<file path="src/rtl/hbridge_pwm_if.sv">
// Command/status bundle for the H-bridge PWM block: per-channel duty/dir/mode
// with a load strobe in, registered bridge drives and period marker out.
interface hbridge_pwm_if #(
  parameter int N_CH  = 2,
  parameter int CNT_W = 8
);
  logic [N_CH-1:0][CNT_W-1:0] duty;
  logic [N_CH-1:0]            dir;
  logic [N_CH-1:0][1:0]       mode;
  logic                       load;
  logic [N_CH-1:0]            out_a;
  logic [N_CH-1:0]            out_b;
  logic                       period_start;

  modport master (output duty, dir, mode, load, input out_a, out_b, period_start);
  modport slave  (input duty, dir, mode, load, output out_a, out_b, period_start);
endinterface

</file>
<file path="src/rtl/hbridge_pwm.sv">
// Multi-channel H-bridge PWM: shared prescaler/period counter, per-channel
// double-buffered settings and a dead-time FSM guarding dir/mode changes.
module hbridge_pwm_ch #(
  parameter int CNT_W    = 8,
  parameter int DEAD_CYC = 4
) (
  input  logic             clk,
  input  logic             rst_n,
  input  logic             load,
  input  logic             wrap,
  input  logic [CNT_W-1:0] cnt,
  input  logic [CNT_W-1:0] duty,
  input  logic             dir,
  input  logic [1:0]       mode,
  output logic             out_a,
  output logic             out_b
);
  localparam int DC_W = $clog2(DEAD_CYC + 1);

  typedef enum logic {RUN, DEAD} st_t;
  st_t st, st_nx;
  logic [DC_W-1:0]  dcnt, dcnt_nx;
  logic [CNT_W-1:0] pend_duty, act_duty;
  logic             pend_dir, act_dir;
  logic [1:0]       pend_mode, act_mode;
  logic             chg, pwm_on, a_nx, b_nx;

  assign chg = wrap && ((pend_dir != act_dir) || (pend_mode != act_mode));
  // counter never exceeds PERIOD-1, so duty >= PERIOD saturates to always-on
  assign pwm_on = (cnt < act_duty);

  always_ff @(posedge clk or negedge rst_n) begin
    if (!rst_n) begin
      pend_duty <= '0; pend_dir <= 1'b0; pend_mode <= 2'b00;
      act_duty  <= '0; act_dir  <= 1'b0; act_mode  <= 2'b00;
    end else begin
      if (load) begin
        pend_duty <= duty; pend_dir <= dir; pend_mode <= mode;
      end
      if (wrap) begin
        act_duty <= pend_duty; act_dir <= pend_dir; act_mode <= pend_mode;
      end
    end
  end

  always_ff @(posedge clk or negedge rst_n) begin
    if (!rst_n) begin
      st <= RUN; dcnt <= '0; out_a <= 1'b0; out_b <= 1'b0;
    end else begin
      st <= st_nx; dcnt <= dcnt_nx; out_a <= a_nx; out_b <= b_nx;
    end
  end

  // The wrap edge itself is the first blanked cycle; DEAD covers the rest.
  always_comb begin
    st_nx   = st;
    dcnt_nx = dcnt;
    a_nx    = 1'b0;
    b_nx    = 1'b0;
    if (chg) begin
      st_nx   = (DEAD_CYC > 1) ? DEAD : RUN;
      dcnt_nx = DC_W'(DEAD_CYC - 1);
    end else if (st == DEAD) begin
      if (dcnt <= DC_W'(1)) st_nx = RUN;
      dcnt_nx = dcnt - DC_W'(1);
    end
    if (!chg && st == RUN) begin
      case (act_mode)
        2'b01:   begin a_nx = ~act_dir & pwm_on; b_nx = act_dir & pwm_on; end
        2'b10:   begin a_nx = 1'b1; b_nx = 1'b1; end
        default: begin a_nx = 1'b0; b_nx = 1'b0; end
      endcase
    end
  end
endmodule

module hbridge_pwm #(
  parameter int N_CH     = 2,
  parameter int CNT_W    = 8,
  parameter int PERIOD   = 100,
  parameter int DIV      = 10,
  parameter int DEAD_CYC = 4
) (
  input logic          clk,
  input logic          rst_n,
  hbridge_pwm_if.slave bus
);
  localparam int               PRE_W   = (DIV > 1) ? $clog2(DIV) : 1;
  localparam logic [PRE_W-1:0] PRE_MAX = PRE_W'(DIV - 1);
  localparam logic [CNT_W-1:0] CNT_MAX = CNT_W'(PERIOD - 1);

  logic [PRE_W-1:0] pre;
  logic [CNT_W-1:0] cnt;
  logic             tick, wrap, ps_q;
  logic [N_CH-1:0]  out_a, out_b;

  assign tick = (pre == PRE_MAX);
  assign wrap = tick && (cnt == CNT_MAX);

  always_ff @(posedge clk or negedge rst_n) begin
    if (!rst_n) begin
      pre  <= '0;
      cnt  <= '0;
      ps_q <= 1'b0;
    end else begin
      pre  <= tick ? '0 : pre + PRE_W'(1);
      if (tick) cnt <= wrap ? '0 : cnt + CNT_W'(1);
      ps_q <= wrap;
    end
  end

  for (genvar g = 0; g < N_CH; g++) begin : g_ch
    hbridge_pwm_ch #(.CNT_W(CNT_W), .DEAD_CYC(DEAD_CYC)) u_ch (
      .clk   (clk),
      .rst_n (rst_n),
      .load  (bus.load),
      .wrap  (wrap),
      .cnt   (cnt),
      .duty  (bus.duty[g]),
      .dir   (bus.dir[g]),
      .mode  (bus.mode[g]),
      .out_a (out_a[g]),
      .out_b (out_b[g])
    );
  end

  assign bus.out_a        = out_a;
  assign bus.out_b        = out_b;
  assign bus.period_start = ps_q;
endmodule

</file>
<file path="src/flat_wrapper.sv">
// flat-port wrapper written by rule: the top's interface ports become plain ports
module hbridge_pwm_flat 
#(
  parameter int N_CH     = 2,
  parameter int CNT_W    = 8,
  parameter int PERIOD   = 100,
  parameter int DIV      = 10,
  parameter int DEAD_CYC = 4
)
  (clk, rst_n, bus_duty, bus_dir, bus_mode, bus_load, bus_out_a, bus_out_b, bus_period_start);
  hbridge_pwm_if #(.N_CH(N_CH), .CNT_W(CNT_W)) bus_i ();
  input logic clk;
  input logic rst_n;
  input wire logic [$bits(bus_i.duty)-1:0] bus_duty;
  input wire logic [$bits(bus_i.dir)-1:0] bus_dir;
  input wire logic [$bits(bus_i.mode)-1:0] bus_mode;
  input wire logic [$bits(bus_i.load)-1:0] bus_load;
  output wire logic [$bits(bus_i.out_a)-1:0] bus_out_a;
  output wire logic [$bits(bus_i.out_b)-1:0] bus_out_b;
  output wire logic [$bits(bus_i.period_start)-1:0] bus_period_start;
  assign bus_i.duty = bus_duty;
  assign bus_i.dir = bus_dir;
  assign bus_i.mode = bus_mode;
  assign bus_i.load = bus_load;
  assign bus_out_a = bus_i.out_a;
  assign bus_out_b = bus_i.out_b;
  assign bus_period_start = bus_i.period_start;
  hbridge_pwm #(.N_CH(N_CH), .CNT_W(CNT_W), .PERIOD(PERIOD), .DIV(DIV), .DEAD_CYC(DEAD_CYC)) u_core (.clk(clk), .rst_n(rst_n), .bus(bus_i));
endmodule
</file>
<file path="config.mk">
export PLATFORM = sky130hd
export DESIGN_NAME = hbridge_pwm_flat
export DESIGN_NICKNAME = d
export VERILOG_FILES = /design/src/rtl/hbridge_pwm_if.sv /design/src/rtl/hbridge_pwm.sv /design/src/flat_wrapper.sv
export SDC_FILE = /design/constraint.sdc
export NUM_CORES = 1
export LEC_CHECK = 0
export ABC_AREA = 1
export ABC_CLOCK_PERIOD_IN_PS = 2300
export BUFFER_PORTS_ARGS = -buffer_cell sky130_fd_sc_hd__buf_2
export CAP_MARGIN = 20
export CORE_MARGIN = 2
export CORE_UTILIZATION = 32
export CTS_BUF_LIST = sky130_fd_sc_hd__clkbuf_4
export DETAILED_ROUTE_END_ITERATION = 8
export SYNTH_ARGS = -nofsm -noshare
export SYNTH_HDL_FRONTEND = slang
export SYNTH_SLANG_ARGS = --single-unit
</file>
<file path="constraint.sdc">
create_clock -name clk -period 2.3 [get_ports clk]
set_input_delay 0.115 -clock clk [delete_from_list [all_inputs] [get_ports clk]]
set_output_delay 0.115 -clock clk [all_outputs]
set_load 0.02 [all_outputs]
</file>
* After elaboration in Yosys (flattened, before gate mapping) *
Cells that the tools add are included.

operators by class
  $add $sub $neg = 4
  order comparisons = 4
  equal/unequal tests = 10
  multiplexer cells = 20
  bitwise operators = 8
  reductions and logical operators = 11

operator list
  cell                                                                   count
  8-bit < comparator                                                     2
  3-bit two-way mux                                                      4
  1-bit two-way mux                                                      10
  8-bit by 1-bit adder with 8-bit output, second input constant          1
  8-bit by 7-bit equality test with 1-bit output, second input constant  1
  8-bit two-way mux                                                      1
  1-bit case mux with 2 select lines                                     4
  3-bit by 1-bit <= comparator with 1-bit output, second input constant  2
  3-bit by 1-bit subtractor with 3-bit output, second input constant     2
  1-bit logical AND                                                      5
  4-bit by 1-bit adder with 4-bit output, second input constant          1
  1-bit AND                                                              4
  2-bit by 1-bit equality test with 1-bit output, second input constant  2
  2-bit equality test, second input constant                             2
  4-bit equality test, second input constant                             1
  4-bit two-way mux                                                      1
  2-bit inequality test                                                  2
  1-bit inverter                                                         4
  2-bit nonzero test                                                     2
  1-bit zero test                                                        2
  1-bit logical OR                                                       2
  1-bit inequality test                                                  2

storage, ports and cells
  bits in registers = 69
  word-level logic and storage cells = 80

* Logic depth before layout (Yosys ltp) *
Gate-level depths: netlist of run 1.

  word-level depth = 6
  mapped depth = 9

* By module *
From an unflattened synthesis of run 1, not the netlist that was laid out.

second synthesis, totals
  cells, all modules = 351
  area, all modules = 3335.7 um2

modules (own cells, without submodules)
  module          instances  cells each  area each (um2)
  hbridge_pwm_ch  2          134         1338.8
  hbridge_pwm     1          83          658.1

* Least setup slack after synthesis of run 1 *
No wires, ideal clock.

  kind = register -> register
  from = reg u_core.cnt[1]
  to = reg u_core.g_ch[0].u_ch.dcnt[2]
  arrival time = 1.299 ns
  data required time = 2.168 ns
  path slack = 0.869 ns
  stages on the path, launching flop included = 9
  buffers on the path = 2
  clock period less this slack = 1.431 ns
  cells stage by stage = dfrtp_1 > ha_1 > inv_1 > nor3_2 > nand3_2 > nor2_4 > buf_6 > buf_12 > a22oi_2

on the way
  word-level cells in the longest chain between the ends = 4
  elaborated cells between the ends (all ways) = 5

RTL lines
  what                                                     RTL line            source
  from (decl)                                              hbridge_pwm.sv:93   logic [CNT_W-1:0] cnt;
  from (signal assigned)                                   hbridge_pwm.sv:107  if (tick) cnt <= wrap ? '0 : cnt + CNT_W'(1);
  8-bit by 7-bit equality test with 1-bit output *         hbridge_pwm.sv:98   assign wrap = tick && (cnt == CNT_MAX);
  1-bit logical AND *                                      hbridge_pwm.sv:98
  named net u_core.g_ch[0].u_ch.wrap                       hbridge_pwm.sv:10   input logic wrap,
  1-bit logical AND *                                      hbridge_pwm.sv:28   assign chg = wrap && ((pend_dir != act_dir) || (pend_mode != act_mode));
  3-bit two-way mux or 2-bit nonzero test (tied branches)  n/a
  to (signal assigned)                                     hbridge_pwm.sv:50   st <= st_nx; dcnt <= dcnt_nx; out_a <= a_nx; out_b <= b_nx;
  to (decl)                                                hbridge_pwm.sv:22   logic [DC_W-1:0] dcnt, dcnt_nx;

The timed path passes the listed nets; every way through them passes the cells marked *.
A chain may end at the register's enable or synchronous reset.

* Worst setup path in the final report of run 1 *
  from = reg u_core.cnt[1]
  to = reg u_core.g_ch[1].u_ch.dcnt[2]

on the way
  word-level cells in the longest chain between the ends = 4
  elaborated cells between the ends (all ways) = 5

RTL lines
  what                                                     RTL line
  8-bit by 7-bit equality test with 1-bit output *         hbridge_pwm.sv:98
  1-bit logical AND *                                      hbridge_pwm.sv:98
  1-bit logical AND *                                      hbridge_pwm.sv:28
  3-bit two-way mux or 2-bit nonzero test (tied branches)  n/a
  to (signal assigned)                                     hbridge_pwm.sv:50
  to (decl)                                                hbridge_pwm.sv:22

Mark *: on every way between the ends. The rest lies on a longest branch, timed or not.

==> run_results.csv, run 1 <==
group,metric,value,unit
global_routing,grt_pass1_wl,10200,um
routing,wl_per_cell,10.9,um
sta,finalSetupTns,0,ps
logic_synthesis,syn_nets,401,
sta,finalMaxSlewViolations,0,
sta,slew_headroom,0.575,
floorplan,die-area,11500,um2
sta,rsz0062_at_grt,"no",
floorplan,die_w,107,um
finish,instances_no_fill,547,
placement,port_buffers,29,
hold_path,worstHoldPathType,"in2reg",
cts,cts_resized,0,
logic_synthesis,synth_common_cells,"nand2_1, dfrtp_1, inv_1",
finish,syn_to_final_growth,18.7,%
logic_synthesis,synth-seq-cells,69,
placement,dp.final_hpwl,4250,um
cts,clk_pin_slew_worst_paths,110,ps
routing,vias,2350,
finish,drive_gt1_frac,0.200,
worst_setup_path,start_kind,"register",
worst_setup_path,cp.required,2610,ps
worst_setup_path,crit_fanout,12,
logic_synthesis,synth_top_cell_by_area,"dfrtp_1",
sta,fin_crit_sh,0.772,
cts,cts_setup_buffers,0,
routing,first_pass_iters,4,
logic_synthesis,synth_cells,353,
worst_setup_path,cp.arrival,2080,ps
logic_synthesis,avgSynthCellArea,9.63,um2
cts,postCtsHoldBufs,23,
sta,fin_crit,1770,ps
floorplan,die_height,107,um
flow_run,drv_cap,0,
floorplan,initial_utilization,0.329,
floorplan,coreArea,10300,um2
logic_synthesis,ys_seq_area_frac,0.508,
finish,finalNetCount,454,
routing,drtIter0Drc,91,
sta,fin_skew,9.06,ps
cts,cts_buffer_depth,2,
sta,fmax,0.564,GHz
global_routing,overflow,0,
logic_synthesis,yosys_warnings,0,
floorplan,num_rows,37,
global_routing,antenna_found_initial,0,
pwr,power_density,565,nW/um2
logic_synthesis,synth.distinct_cells,33,
worst_setup_path,critPathKind,"reg2reg",
logic_synthesis,ys.flop_type,"dfrtp_1",
routing,viasPerCell,4.30,
worst_setup_path,critPathCaptureType,"register",
sta,worst_pin_slew,638,ps
logic_synthesis,yosys-top-cells-area,"dfrtp_1, ha_1, nand2_1",
floorplan,io_pins,30,
status,status,"finished clean",
finish,n_antenna_cell,0,
pwr,leakage,1.98,nW
pwr,vdd_drop_max,0.000374,V
sta,hold_violations,0,
global_routing,grtUsageTotal,0.114,
sta,setup_viol,0,
global_routing,grt_max_degree,44,
cts,clock_latency,400,ps
cts,htree_levels,3,
logic_synthesis,synthArstFlopShare,1.00,
routing,wirelength,5960,um
logic_synthesis,synth_top_area_frac,0.508,
cts,cts_tree,"yes",
placement,dp.cells,508,
logic_synthesis,yosysMostFrequentCell,"nand2_1",
routing,drc_errors,0,
cts,cts_buffers,9,
cts,root_buffer,"clkbuf_4",
cts,clock_sinks,69,
logic_synthesis,netlist_area,3400,um2
global_routing,grt_pass1_vias,2272,
placement,routabilityCongestion,0.795,
logic_synthesis,synth-edff-count,0,
routing,ant_nets,0,
worst paths after layout:
path	from	endpoint	slack, ps	depth (start not counted)
worst min register to register	u_core.g_ch[1].u_ch.pend_duty[4]	u_core.g_ch[1].u_ch.act_duty[4]	490	2
max in group asynchronous	rst_n	u_core.g_ch[0].u_ch.act_duty[2]	1400	3
worst max-delay path	u_core.cnt[1]	u_core.g_ch[1].u_ch.dcnt[2]	530	7
worst min-delay path	bus_load	u_core.g_ch[0].u_ch.pend_dir	210	3
min in group asynchronous	rst_n	u_core.cnt[0]	260	2
worst max register to register	u_core.cnt[1]	u_core.g_ch[1].u_ch.dcnt[2]	530	7
routing by layer:
metal / vias to the layer above / GRT usage / part of all wire
met2: 36 / 0.176 / 0.44
met1: 1076 / 0.146 / 0.51
met3: 10 / 0.0389 / 0.041
met5: - / 0 / 0
li1: 1228 / - / -
met4: 0 / 0.0455 / 0.018
critical path, cell delays in order, from the launching register on:
cell and delay (ps):
dfrtp_1 440, ha_1 170, inv_1 70, nor3_2 120, nand3_2 120, nor2_4 330
nand2_1 210, and3b_1 210
flip-flops by register name (all words and copies together) (netlist names):
| register | count |
|---|---|
| u_core.bus.period_start | 1 |
| u_core.cnt | 8 |
| u_core.g_ch.u_ch.act_dir | 2 |
| u_core.g_ch.u_ch.act_duty | 16 |
| u_core.g_ch.u_ch.act_mode | 4 |
| u_core.g_ch.u_ch.dcnt | 6 |
| u_core.g_ch.u_ch.out_a | 2 |
| u_core.g_ch.u_ch.out_b | 2 |
| u_core.g_ch.u_ch.pend_dir | 2 |
| u_core.g_ch.u_ch.pend_duty | 16 |
| u_core.g_ch.u_ch.pend_mode | 4 |
| u_core.g_ch.u_ch.st | 2 |
| u_core.pre | 4 |
cells by family (layout without fill, tap and decap cells):
logic type | count (synthesis) | in the layout | synth area share
AOI/OAI and AO/OA | 55 | 55 | 0.0957
xor gates and xnor gates | 8 | 8 | 0.0206
adders and majority gates | 23 | 23 | 0.0846
buffers and inverters | 66 | 124 | 0.0887
DFF | 69 | 69 | 0.508
muxes | 16 | 16 | 0.0530
and+or+nand+nor | 116 | 116 | 0.150
final cells by class:
type,instances,area [um2]
clock buffers,11,82.6
repair buffers,55,410
clock inverters,5,75.1
flip-flops and latches,69,1730
multi-input cells,218,1370
fillers,1047,6290
inverters,53,199
well taps,136,170
through the flow:
stage | utilization | total power [mW] | instance area (um2) | setup WS [ps] | hold slack, ps
global placement | 0.353 | 1.41 | 3650 | 612 | 168
finish | 0.391 | 2.28 | 4040 | 525 | 207
floorplan | - | 1.35 | 3400 | 869 | -181
global route | 0.391 | 2.39 | 4040 | 361 | 206
detailed placement | 0.353 | 1.41 | 3650 | 521 | 178
CTS | 0.391 | 2.32 | 4040 | 514 | 197
power breakdown:
part / leakage, nW / switching (mW) / internal [mW]
sequential: 0.903 / 0.0221 / 1.25
combinational: 0.988 / 0.0597 / 0.0778
clock: 0.0906 / 0.409 / 0.461
total: 1.98 / 0.491 / 1.79
cell usage in the layout, fill, tap and decap left out, drive strengths merged:
cell type	instances
o21a	2
xor2	2
nand4	3
buf	32
nor3	3
dfrtp	69
bufinv	2
nor2	17
mux2	16
o211ai	2
o21bai	1
ha	23
nand2	77
a21oi	15
and3b	1
xnor2	6
or2	1
dlygate4sd3	23
a22oi	1
clkinv	3
inv	53
clkbuf	11
o21ai	34
nand3	14
Power figures use the tool's default switching activity.
==> run 2: changes to the inputs <==
- ABC_AREA: 1 -> 0
- ABC_CLOCK_PERIOD_IN_PS: 2300 -> 1700
- clock period: 2.3 -> 1.7 ns (I/O delays scaled with it)
==> run_results.csv, run 2 <==
group,metric,value,unit
finish,syn_to_final_growth,25.9,%
worst_setup_path,cp.required,2050,ps
worst_setup_path,critPathKind,"reg2reg",
cts,cts_buffer_depth,2,
finish,mostFrequentLayoutCell,"dfrtp_1",
placement,dp.final_hpwl,4350,um
logic_synthesis,yosys-top-cells-area,"dfrtp_1, ha_1, mux2_2",
cts,clk_pin_slew_worst_paths,100,ps
finish,top_regs,"u_core.g_ch.u_ch.act_duty (16), u_core.g_ch.u_ch.pend_duty (16), u_core.cnt (8)",
routing,drtIter0Drc,80,
routing,viasPerCell,4.59,
cts,root_buffer,"clkbuf_4",
global_routing,overflow,0,
logic_synthesis,synth-compound-area-share,0.0880,
global_routing,grt_pass1_wl,10900,um
global_routing,grtUsageTotal,0.124,
sta,hold_violations,0,
logic_synthesis,yosysMostFrequentCell,"dfrtp_1",
floorplan,io_pins,30,
placement,port_buffers,29,
sta,worst_pin_slew,535,ps
logic_synthesis,synth_cells,300,
logic_synthesis,synth-xor-area-share,0.0403,
logic_synthesis,synth.distinct_cells,41,
routing,drc_errors,0,
finish,n_antenna_cell,0,
logic_synthesis,synth-seq-cells,69,
floorplan,die_w,105,um
finish,drive_gt1_frac,0.272,
placement,dp.cells,471,
sta,fin_skew,12.4,ps
floorplan,die_height,105,um
cts,clock_sinks,69,
logic_synthesis,synth_top_area_frac,0.530,
logic_synthesis,synth_common_cells,"dfrtp_1, nand2_1, inv_1",
flow_run,drv_cap,0,
floorplan,die-area,11000,um2
hold_path,worstHoldPathType,"in2async",
logic_synthesis,synthArstFlopShare,1.00,
placement,routabilityCongestion,0.807,
status,status,"finished, violations left",
finish,finalNetCount,425,
sta,slew_headroom,0.644,
pwr,leakage,1.92,nW
worst_setup_path,critPathCaptureType,"register",
logic_synthesis,synth_top_cell_by_area,"dfrtp_1",
logic_synthesis,yosys_warnings,0,
cts,clock_latency,410,ps
worst_setup_path,reg2reg_depth,6,
sta,fin_crit_sh,1.00,
logic_synthesis,ys.flop_type,"dfrtp_1",
cts,cts_buffers,9,
global_routing,grt_max_degree,52,
placement,dp_slack,0.757,ps
status,violations,"negative setup slack",
pwr,vdd_drop_max,0.000247,V
global_routing,grt_pass1_vias,2393,
routing,vias,2348,
floorplan,num_rows,36,
floorplan,initial_utilization,0.332,
sta,holdWs,143,ps
sta,timing.final.ws_setup,-7.05,ps
logic_synthesis,muxShareOfSynthArea,0.0791,
logic_synthesis,netlist_area,3260,um2
logic_synthesis,synthSimpleGateAreaFrac,0.119,
finish,instances_no_fill,512,
global_routing,antenna_found_initial,0,
routing,wl_per_cell,12.2,um
sta,rsz0062_at_grt,"yes",
logic_synthesis,syn_nets,348,
worst_setup_path,crit_fanout,4,
floorplan,coreArea,9820,um2
routing,first_pass_iters,4,
logic_synthesis,synth_top_family_by_area,"simple AND/OR/NAND/NOR gates",
finish,layout_common_cells,"dfrtp_1, nand2_1, buf_2",
cts,cts_tree,"yes",
logic_synthesis,avgSynthCellArea,10.9,um2
sta,setup_viol,2,
worst_setup_path,start_kind,"register",
routing,ant_nets,0,
logic_synthesis,synthAdderAreaFrac,0.0884,
pwr,power_density,659,nW/um2
sta,finalMaxSlewViolations,0,
logic_synthesis,ys_seq_area_frac,0.530,
sta,fmax,0.586,GHz
logic_synthesis,synth-edff-count,0,
routing,wirelength,6270,um
sta,fin_crit,1710,ps
worst_setup_path,cp.arrival,2060,ps
cts,htree_levels,3,
## run 2: cell types whose count changed in the layout (fill, tap and decap cells not counted), sizes merged, moves of 4 or more
cell   before  now
inv        53   29
nor2       17    7
mux2       16   22
xor2        2    6
a21oi      15    4
nand2      77   49
buf        32   55
nand3      14    3
## run 2: logic make-up (layout without fill, tap and decap cells)
group | after synthesis | after routing
flops | 69 | 69
buf+inv | 41 | 120
mux | 23 | 23
xor+xnor | 15 | 15
compound gates | 49 | 49
fa+ha+maj | 23 | 23
simple gates | 80 | 80
## run 2: power by group
| group | switching (mW) | total (mW) | internal, mW |
|---|---|---|---|
| combinational | 0.0719 | 0.184 | 0.112 |
| clock | 0.527 | 0.792 | 0.265 |
| sequential | 0.0348 | 1.73 | 1.69 |
## run 2: final timing paths
check | from | end | slack (ps)
worst min register to register | u_core.g_ch[0].u_ch.pend_duty[6] | u_core.g_ch[0].u_ch.act_duty[6] | 490
worst min-delay path | rst_n | u_core.g_ch[0].u_ch.dcnt[1] | 140
min in group clk | bus_load | u_core.g_ch[0].u_ch.pend_duty[4] | 270
worst max register to register | u_core.pre[2] | u_core.cnt[7] | -7
worst max-delay path | u_core.pre[2] | u_core.cnt[7] | -7
max in group asynchronous | rst_n | u_core.cnt[6] | 920
## run 2: cell type report
cell class,instances,area (um2)
Sequential cell,69,1730
Fill cell,1011,5720
Clock inverter,4,18.8
Tap cell,133,166
Clock buffer,9,67.6
Timing Repair Buffer,78,583
Inverter,29,109
Multi-Input combinational cell,190,1420
## run 2: metrics by stage
stage	area, um2	TNS [ps]	power (mW)	util
after floorplan	3260	0	1.82	-
after global placement	3670	0	1.91	0.374
after detailed placement	3670	0	1.91	0.374
after CTS	4030	0	2.76	0.410
after global routing	4100	-1550	2.84	0.417
final	4100	-12.5	2.70	0.417
## run 2: worst max-delay path, cell delays in order, from the launching register on
cell,delay (ps)
dfrtp_1,420
nor4bb_4,290
buf_4,170
and3_4,200
nand4_4,100
or4_1,400
nand2_1,70
## run 2: repair_timing
action	CTS	global route
hold endpoints to repair	40	0
setup buffers	2	3
pin swaps	2	5
hold buffers	23	0
gates resized for setup	7	9
endpoints found under the setup margin	5	22
## run 2: routing by layer
metal / global-route usage / vias up / wire (um)
met5: 0 / - / 0
met4: 0.0429 / 0 / 88
met3: 0.0399 / 9 / 217
met2: 0.204 / 31 / 2990
met1: 0.154 / 1139 / 2970
li1: - / 1169 / -
==> run 3: changes to the inputs <==
- RECOVER_POWER: default -> 50
- SLEW_MARGIN: default -> 20
==> run_results.csv, run 3 (synthesized netlist as in run 2, its figures left out) <==
group,metric,value,unit
pwr,power_density,661,nW/um2
global_routing,gr-usage-met2,0.204,
worst_setup_path,timing.rr.start,"u_core.pre[2]",
sta,timing.final.ws_setup,-7.05,ps
pwr,leakage,1.92,nW
hold_path,holdCritStartpoint,"bus_load",
placement,port_buffers,29,
cts,root_buffer,"clkbuf_4",
sta,finalMaxSlewViolations,0,
pwr,total_power,2.70,mW
floorplan,die-area,11000,um2
worst_setup_path,start_kind,"register",
status,status,"finished, violations left",
placement,dp_slack,0.757,ps
global_routing,grtUsageMet3,0.0399,
sta,fmax,0.586,GHz
worst_setup_path,cp.arrival,2060,ps
global_routing,busiest_layer,"met2",
routing,viasPerCell,4.58,
floorplan,die_height,105,um
worst_setup_path,crit_fanout,4,
global_routing,grt_pass1_vias,2393,
hold_path,worstHoldPathType,"in2reg",
global_routing,grt_pass1_wl,10900,um
cts,htree_levels,3,
cts,clk_pin_slew_worst_paths,100,ps
routing,ant_nets,0,
pwr,vdd_drop_max,0.000247,V
sta,hold_violations,0,
finish,finalNetCount,425,
cts,cts_tree,"yes",
routing,first_pass_iters,4,
worst_setup_path,critPathKind,"reg2reg",
cts,cts_buffers,9,
placement,routabilityCongestion,0.807,
finish,n_antenna_cell,0,
finish,top_regs,"u_core.g_ch.u_ch.act_duty (16), u_core.g_ch.u_ch.pend_duty (16), u_core.cnt (8)",
routing,drtIter0Drc,83,
flow_run,drv_cap,0,
finish,syn_to_final_growth,25.4,%
worst_setup_path,critPathLaunch,"u_core.pre[2]",
routing,wirelength,6270,um
sta,fin_crit,1710,ps
worst_setup_path,critPathCaptureType,"register",
global_routing,grtUsageTotal,0.124,
global_routing,antenna_found_initial,0,
worst_setup_path,cp.required,2050,ps
routing,vias,2346,
sta,slew_headroom,0.320,
sta,setup_viol,2,
status,violations,"negative setup slack",
floorplan,io_pins,30,
global_routing,overflow,0,
finish,drive_gt1_frac,0.266,
cts,clock_latency,410,ps
placement,dp.final_hpwl,4350,um
sta,fin_skew,12.4,ps
floorplan,initial_utilization,0.332,
sta,rsz0062_at_grt,"yes",
global_routing,grtUsageMet1,0.154,
sta,fin_crit_sh,1.00,
cts,cts_buffer_depth,2,
finish,mostFrequentLayoutCell,"dfrtp_1",
routing,wl_per_cell,12.2,um
finish,layout_common_cells,"dfrtp_1, nand2_1, inv_1, buf_2, o21ai_0",
sta,worst_pin_slew,1020,ps
global_routing,grt_max_degree,52,
floorplan,coreArea,9820,um2
floorplan,die_w,105,um
cts,clock_sinks,69,
routing,drc_errors,0,
floorplan,num_rows,36,
-- run 3: cell count changes in the layout (fill, tap and decap cells not counted) --
cell	before	now
buf_12	1	0
clkbuf_1	0	2
buf_6	0	1
buf_2	29	28
buf_4	25	24
-- run 3: layer usage --
metal	vias up	wire length (um)
li1	1169	-
met1	1137	2970
met2	31	2990
met3	9	217
met4	0	88
met5	-	0
-- run 3: stage by stage --
| stage | utilization | TNS [ps] | cell area, um2 | std cells | hold slack [ps] |
|---|---|---|---|---|---|
| after floorplan | - | 0 | 3260 | 300 | -211 |
| after global placement | 0.374 | 0 | 3670 | 471 | 61.6 |
| after detailed placement | 0.374 | 0 | 3670 | 471 | 57.6 |
| after CTS | 0.410 | 0 | 4030 | 509 | 128 |
| after global routing | 0.416 | -1550 | 4090 | 512 | 275 |
| final | 0.416 | -12.5 | 4090 | 512 | 273 |
-- run 3: where the power goes --
group,internal (mW),switching (mW),total (mW)
logic,0.110,0.0715,0.181
clock network,0.265,0.527,0.792
registers,1.69,0.0348,1.73
-- run 3: timing repair --
action	CTS	global route
setup buffers	2	3
endpoints found under the hold margin	40	0
pin swaps	2	5
resized for setup	7	9
hold buffers	23	0
setup endpoints to repair	5	22
-- run 3: final timing paths --
kind,endpoint,slack (ps),cells after the start
min in group asynchronous,u_core.g_ch[0].u_ch.dcnt[1],360,2
min reg2reg,u_core.g_ch[0].u_ch.act_duty[6],490,2
max,u_core.cnt[7],-7,6
min,u_core.g_ch[0].u_ch.pend_duty[4],270,2
max reg2reg,u_core.cnt[7],-7,6
max in group asynchronous,u_core.cnt[6],320,3
-- run 3: critical path, cell delays in order, from the launching register on --
cell,delay (ps)
dfrtp_1,420
nor4bb_4,290
buf_4,170
and3_4,200
nand4_4,100
or4_1,400
nand2_1,70
-- run 3: area by class of cell --
cell class,instances,area [um2]
clock buffers,9,67.6
clock inverters,4,18.8
fillers,1014,5730
inverters,29,109
multi-input cells,190,1420
flip-flops and latches,69,1730
well taps,133,166
repair buffers,78,569
